===== config.mk =====
export PLATFORM = sky130hd
export DESIGN_NAME = score_display_scan
export DESIGN_NICKNAME = d
export VERILOG_FILES = /design/src/rtl/score_display_scan.sv
export SDC_FILE = /design/constraint.sdc
export NUM_CORES = 1
export LEC_CHECK = 0
export ABC_AREA = 1
export BUFFER_PORTS_ARGS = -buffer_cell sky130_fd_sc_hd__buf_2
export CAP_MARGIN = 20
export CORE_MARGIN = 1.5
export CORE_UTILIZATION = 50
export CTS_BUF_LIST = sky130_fd_sc_hd__clkbuf_2 sky130_fd_sc_hd__clkbuf_4 sky130_fd_sc_hd__clkbuf_8
export CTS_CLUSTER_DIAMETER = 30
export DETAILED_ROUTE_END_ITERATION = 7
export GPL_TIMING_DRIVEN = 1
export PLACE_DENSITY = 0.71
export SYNTH_ARGS = -nofsm -noshare
export SYNTH_HDL_FRONTEND = slang
export SYNTH_SLANG_ARGS = --single-unit

===== constraint.sdc =====
create_clock -name clk -period 5.22 [get_ports clk]
set_clock_uncertainty 0.2 [all_clocks]
set_input_delay 1.044 -clock clk [delete_from_list [all_inputs] [get_ports clk]]
set_output_delay 1.044 -clock clk [all_outputs]
set_load 0.005 [all_outputs]

===== src/rtl/score_display_scan.sv =====
// rtl/score_display_scan.sv - 4-digit multiplexed seven-segment driver for two 2-digit player scores
//
// Optional feature macro: SCORE_DISPLAY_BLINK_EN (display blinking driven by the blink input).
//
// Ports:
//   clk             system clock
//   reset_n         synchronous, active-low reset
//   leftscoreLeft   left player tens digit (4 bits)
//   leftscoreRight  left player units digit (4 bits)
//   rightscoreLeft  right player tens digit (4 bits)
//   rightscoreRight right player units digit (4 bits)
//   blink           blink request; only honoured when SCORE_DISPLAY_BLINK_EN is defined
//   an              anode enables, active-low, an[0] = rightmost digit
//   seg             segments a..g, active-low, seg[0] = a
//   dp              decimal point, active-low
module score_display_scan #(
  parameter int REFRESH_DIV = 100000,
  parameter int BLINK_DIV   = 25000000
) (
  input  logic       clk,
  input  logic       reset_n,
  input  logic [3:0] leftscoreLeft,
  input  logic [3:0] leftscoreRight,
  input  logic [3:0] rightscoreLeft,
  input  logic [3:0] rightscoreRight,
  input  logic       blink,
  output logic [3:0] an,
  output logic [6:0] seg,
  output logic       dp
);

  localparam int            PW       = $clog2(REFRESH_DIV);
  localparam logic [PW-1:0] PRE_LAST = PW'(REFRESH_DIV - 1);

  logic [PW-1:0] prescaler;
  logic [1:0]    idx;
  logic [3:0]    shadow [0:3];
  logic          tc;

  logic [3:0]    cur_digit;
  logic [3:0]    an_next;
  logic [6:0]    seg_next;
  logic          dp_next;
  logic          visible;

  assign tc = (prescaler == PRE_LAST);

  function automatic logic [6:0] seg_decode(input logic [3:0] v);
    case (v)
      4'd0:    seg_decode = 7'b1000000;
      4'd1:    seg_decode = 7'b1111001;
      4'd2:    seg_decode = 7'b0100100;
      4'd3:    seg_decode = 7'b0110000;
      4'd4:    seg_decode = 7'b0011001;
      4'd5:    seg_decode = 7'b0010010;
      4'd6:    seg_decode = 7'b0000010;
      4'd7:    seg_decode = 7'b1111000;
      4'd8:    seg_decode = 7'b0000000;
      4'd9:    seg_decode = 7'b0010000;
      default: seg_decode = 7'b0111111;  // not a decimal digit: show a dash
    endcase
  endfunction

  // Scan timing and frame snapshot. The shadow registers load on the same
  // edge the index wraps 3->0, so every frame shows one consistent score.
  always_ff @(posedge clk) begin
    if (!reset_n) begin
      prescaler <= '0;
      idx       <= 2'd0;
      for (int i = 0; i < 4; i++) shadow[i] <= 4'd0;
    end else begin
      if (tc) begin
        prescaler <= '0;
        idx       <= idx + 2'd1;
      end else begin
        prescaler <= prescaler + 1'b1;
      end
      if (tc && idx == 2'd3) begin
        shadow[0] <= rightscoreRight;
        shadow[1] <= rightscoreLeft;
        shadow[2] <= leftscoreRight;
        shadow[3] <= leftscoreLeft;
      end
    end
  end

  // Odd indices are the tens digits; a zero there is blanked but its anode
  // is still driven so the scan duty cycle stays uniform.
  always_comb begin
    cur_digit = shadow[idx];
    an_next   = ~(4'b0001 << idx);
    dp_next   = (idx != 2'd2);
    if (idx[0] && cur_digit == 4'd0) seg_next = 7'b1111111;
    else                             seg_next = seg_decode(cur_digit);
  end

`ifdef SCORE_DISPLAY_BLINK_EN
  localparam int            BW        = $clog2(BLINK_DIV);
  localparam logic [BW-1:0] BLINK_LAST = BW'(BLINK_DIV - 1);

  logic [BW-1:0] blink_cnt;
  logic          phase_on;

  always_ff @(posedge clk) begin
    if (!reset_n || !blink) begin
      blink_cnt <= '0;
      phase_on  <= 1'b1;
    end else if (blink_cnt == BLINK_LAST) begin
      blink_cnt <= '0;
      phase_on  <= ~phase_on;
    end else begin
      blink_cnt <= blink_cnt + 1'b1;
    end
  end

  // Dropping blink shows the display on the very next edge, without waiting
  // for the phase register to return to on.
  assign visible = !blink || phase_on;
`else
  logic unused_blink;
  localparam int unused_blink_div = BLINK_DIV;
  assign unused_blink = blink;
  assign visible      = 1'b1;
`endif

  always_ff @(posedge clk) begin
    if (!reset_n) begin
      an  <= 4'b1111;
      seg <= 7'b1111111;
      dp  <= 1'b1;
    end else begin
      an  <= visible ? an_next : 4'b1111;
      seg <= seg_next;
      dp  <= dp_next;
    end
  end

endmodule


==> summary.md <==
| Metric | Value |
|---|---|
| Sink Count | 48 |
| RSZ-0062 raised after global routing | no |
| Slew @ Worst Pin | 409 ps |
| IO Count | 31 |
| Total vias in the final route | 1805 |
| DIE AREA | 5130 µm² |
| Placer Congestion | 0.832 |
| Share of layout cells above drive strength 1 | 0.200 |
| Post-Syn Area | 2350 µm² |
| Synth-to-layout area growth | 11.9% |
| Hold bufs inserted after CTS | 0 |
| Initial core utilization | 0.530 |
| DR WL/cell | 10.6 µm |
| Seq/Total Area, Yosys | 0.476 |
| Final worst-path cycle share | 0.397 |
| Max Cap Viol | 0 |
| Post-synth top cells | nand2_1, inv_1, dfxtp_1 |
| Die height | 71.6 µm |
| Synth top area share | 0.272 |
| Nets | 348 |
| Static Leak | 1.15 nW |
| Ys Warns | 0 |
| CTS resizes | 0 |
| Post-synth top flop | dfxtp_1 |
| Initial antenna violation count | 0 |
| Post-CTS Setup Repair Bufs | 0 |
| Relative slew slack | 0.725 |
| Kind of critical path | reg2reg |
| Setup TNS | 0 ps |
| Power Density | 262 nW/µm² |
| Sw Share | 0.215 |
| Gate Count Post-Synth | 287 |
| First-pass GRT wire length | 7.00 mm |
| Drt first pass iters | 6 |
| Synth top area cells | dfxtp_1, edfxtp_1, nand2_1 |
| Crit end category | flip-flop |
| Post-synth EDFFs | 16 |
| Share of power burned in registers | 0.582 |
| Fin. max-slew vios | 0 |
| Status | finished clean |
| Die width | 71.6 µm |
| Ant diodes | 0 |
| Hold Violations, Final | 0 |
| Worst-case vdd ir drop | 0.000200 V |
| Reg clk slew, reported paths | 80 ps |
| Critical Path RT | 5010 ps |
| H-tree Lvls | 2 |
| Largest net degree at the start of global routing | 18 |
| Port Buffers | 29 |
| DRC | 0 |
| Internal power | 0.541 mW |
| Fraction of synthesis flops using an asynchronous set or reset pin | 0 |
| Tmin final | 2070 ps |
| Core area | 4440 µm² |
| Dpl hpwl | 2.90 mm |
| Reg area | 1120 µm² |
| Number of CTS-inserted buffers | 5 |
| NetSw | 0.148 mW |
| Total global routing overflow | 0 |
| Hold_ws | 274 ps |
| Cell Rows | 24 |
| Clock root buffer master | clkbuf_8 |
| Crit-path max FO | 16 |
| Dominant cell type by area after synthesis | dfxtp_1 |
| Gate power share | 0.061 |
| Final ANT Viol Nets | 0 |
| Final setup viols | 0 |
| Syn_area_per_cell | 8.20 µm² |
| Number of global-route vias before repair | 1698 |
| Tot Pwr | 0.689 mW |
| Worst EP arrival | 1870 ps |
| Iteration-0 DRC Markers | 95 |
| Clk pwr share | 0.356 |
| CTS tree | built |
| Fill count | 405 |
| Area of the multi-input gates | 1010 µm² |
| Fmax | 482 MHz |
| Most common cell in the netlist | nand2_1 |
| Total Routing Usage GR | 0.171 |
| Worst skew pair latency | 300 ps |
| Yosys cell types | 28 |
| Worst Hold Class | reg2reg |
| Number of synthesized register bits | 48 |
| Crit start category | flip-flop |
| Syn Nets | 316 |
| Post-Route WL | 3.95 mm |
| Max clock buf depth | 2 |
| Vias/cell | 4.85 |
## power by group through the flow
| stage | clock network (mW) | logic, mW | registers [mW] |
|---|---|---|---|
| final | 0.245 | 0.0424 | 0.401 |
| after global routing | 0.262 | 0.0496 | 0.403 |
| after CTS | 0.250 | 0.0433 | 0.402 |
| after detailed placement | 0 | 0.0431 | 0.410 |
| after global placement | 0 | 0.0421 | 0.410 |
| after floorplan | 0 | 0.0268 | 0.410 |
## critical path: stages (launching register included)
cell	delay, ps
dfxtp_1	380
ha_1	260
nand3_1	180
inv_2	170
nand3_2	150
o21ai_1	180
buf_4	260
## sequential cells by signal (all words and copies together) (netlist names), named ones only
signal,count
prescaler,17
an,4
seg,7
shadow,16
idx,2
## cells in the final DEF, fill, tap and decap left out
master / count
nand2_1: 65
inv_1: 44
dfxtp_1: 32
nor2_1: 31
buf_2: 29
nand3_1: 26
edfxtp_1: 16
nor2_2: 11
a21oi_1: 10
ha_1: 10
nand4_1: 8
clkbuf_8: 7
xor2_1: 4
nand3b_1: 4
nand2_2: 3
or2_2: 3
inv_2: 2
nor3_1: 2
o21ai_0: 2
inv_4: 1
nor3_4: 1
nand3_2: 1
o21ai_1: 1
nand4_4: 1
nand2_4: 1
nor3b_2: 1
xnor2_1: 1
nand3b_4: 1
clkbuf_4: 1
buf_4: 1
## layout make-up
type | instances | share of cell area
Sequential cell | 48 | 0.426
Multi-Input combinational cell | 187 | 0.384
Inverter | 47 | 0.0679
Timing Repair Buffer | 30 | 0.0580
Clock buffer | 8 | 0.0394
Tap cell | 52 | 0.0247
## stage by stage
| stage | cells | setup slack, ps | util | instance area [µm²] |
|---|---|---|---|---|
| final | 372 | 3150 | 0.593 | 2630 |
| after global routing | 372 | 2950 | 0.593 | 2630 |
| after CTS | 372 | 3130 | 0.593 | 2630 |
| after detailed placement | 364 | 2860 | 0.569 | 2530 |
| after global placement | 364 | 2890 | 0.569 | 2530 |
| after floorplan | 287 | 2440 | - | 2350 |
## per-layer routing
metal / vias up / track usage / wire, µm
met2: 39 / 0.273 / 1730
li1: 969 / - / -
met3: 5 / 0.0380 / 164
met4: 0 / 0.0671 / 64
met5: - / 0 / 0
met1: 792 / 0.229 / 1990
## cells by family (layout without fill, tap and decap cells)
| family | after synthesis | count (layout) | share of synthesized area |
|---|---|---|---|
| xor+xnor | 5 | 5 | 0.0186 |
| buf+inv | 52 | 85 | 0.0936 |
| simple gates | 159 | 159 | 0.331 |
| fa+ha+maj | 10 | 10 | 0.0532 |
| flops | 48 | 48 | 0.476 |
| compound gates | 13 | 13 | 0.0276 |
## final timing paths
path | from | to | slack (ps) | cells after the start
worst max-delay path | prescaler[0] | shadow[3][0] | 3150 | 6
worst max register to register | prescaler[0] | shadow[3][0] | 3150 | 6
worst min-delay path | prescaler[0] | prescaler[0] | 270 | 1
worst min register to register | prescaler[0] | prescaler[0] | 270 | 1
(Power assumes the default switching activity.)
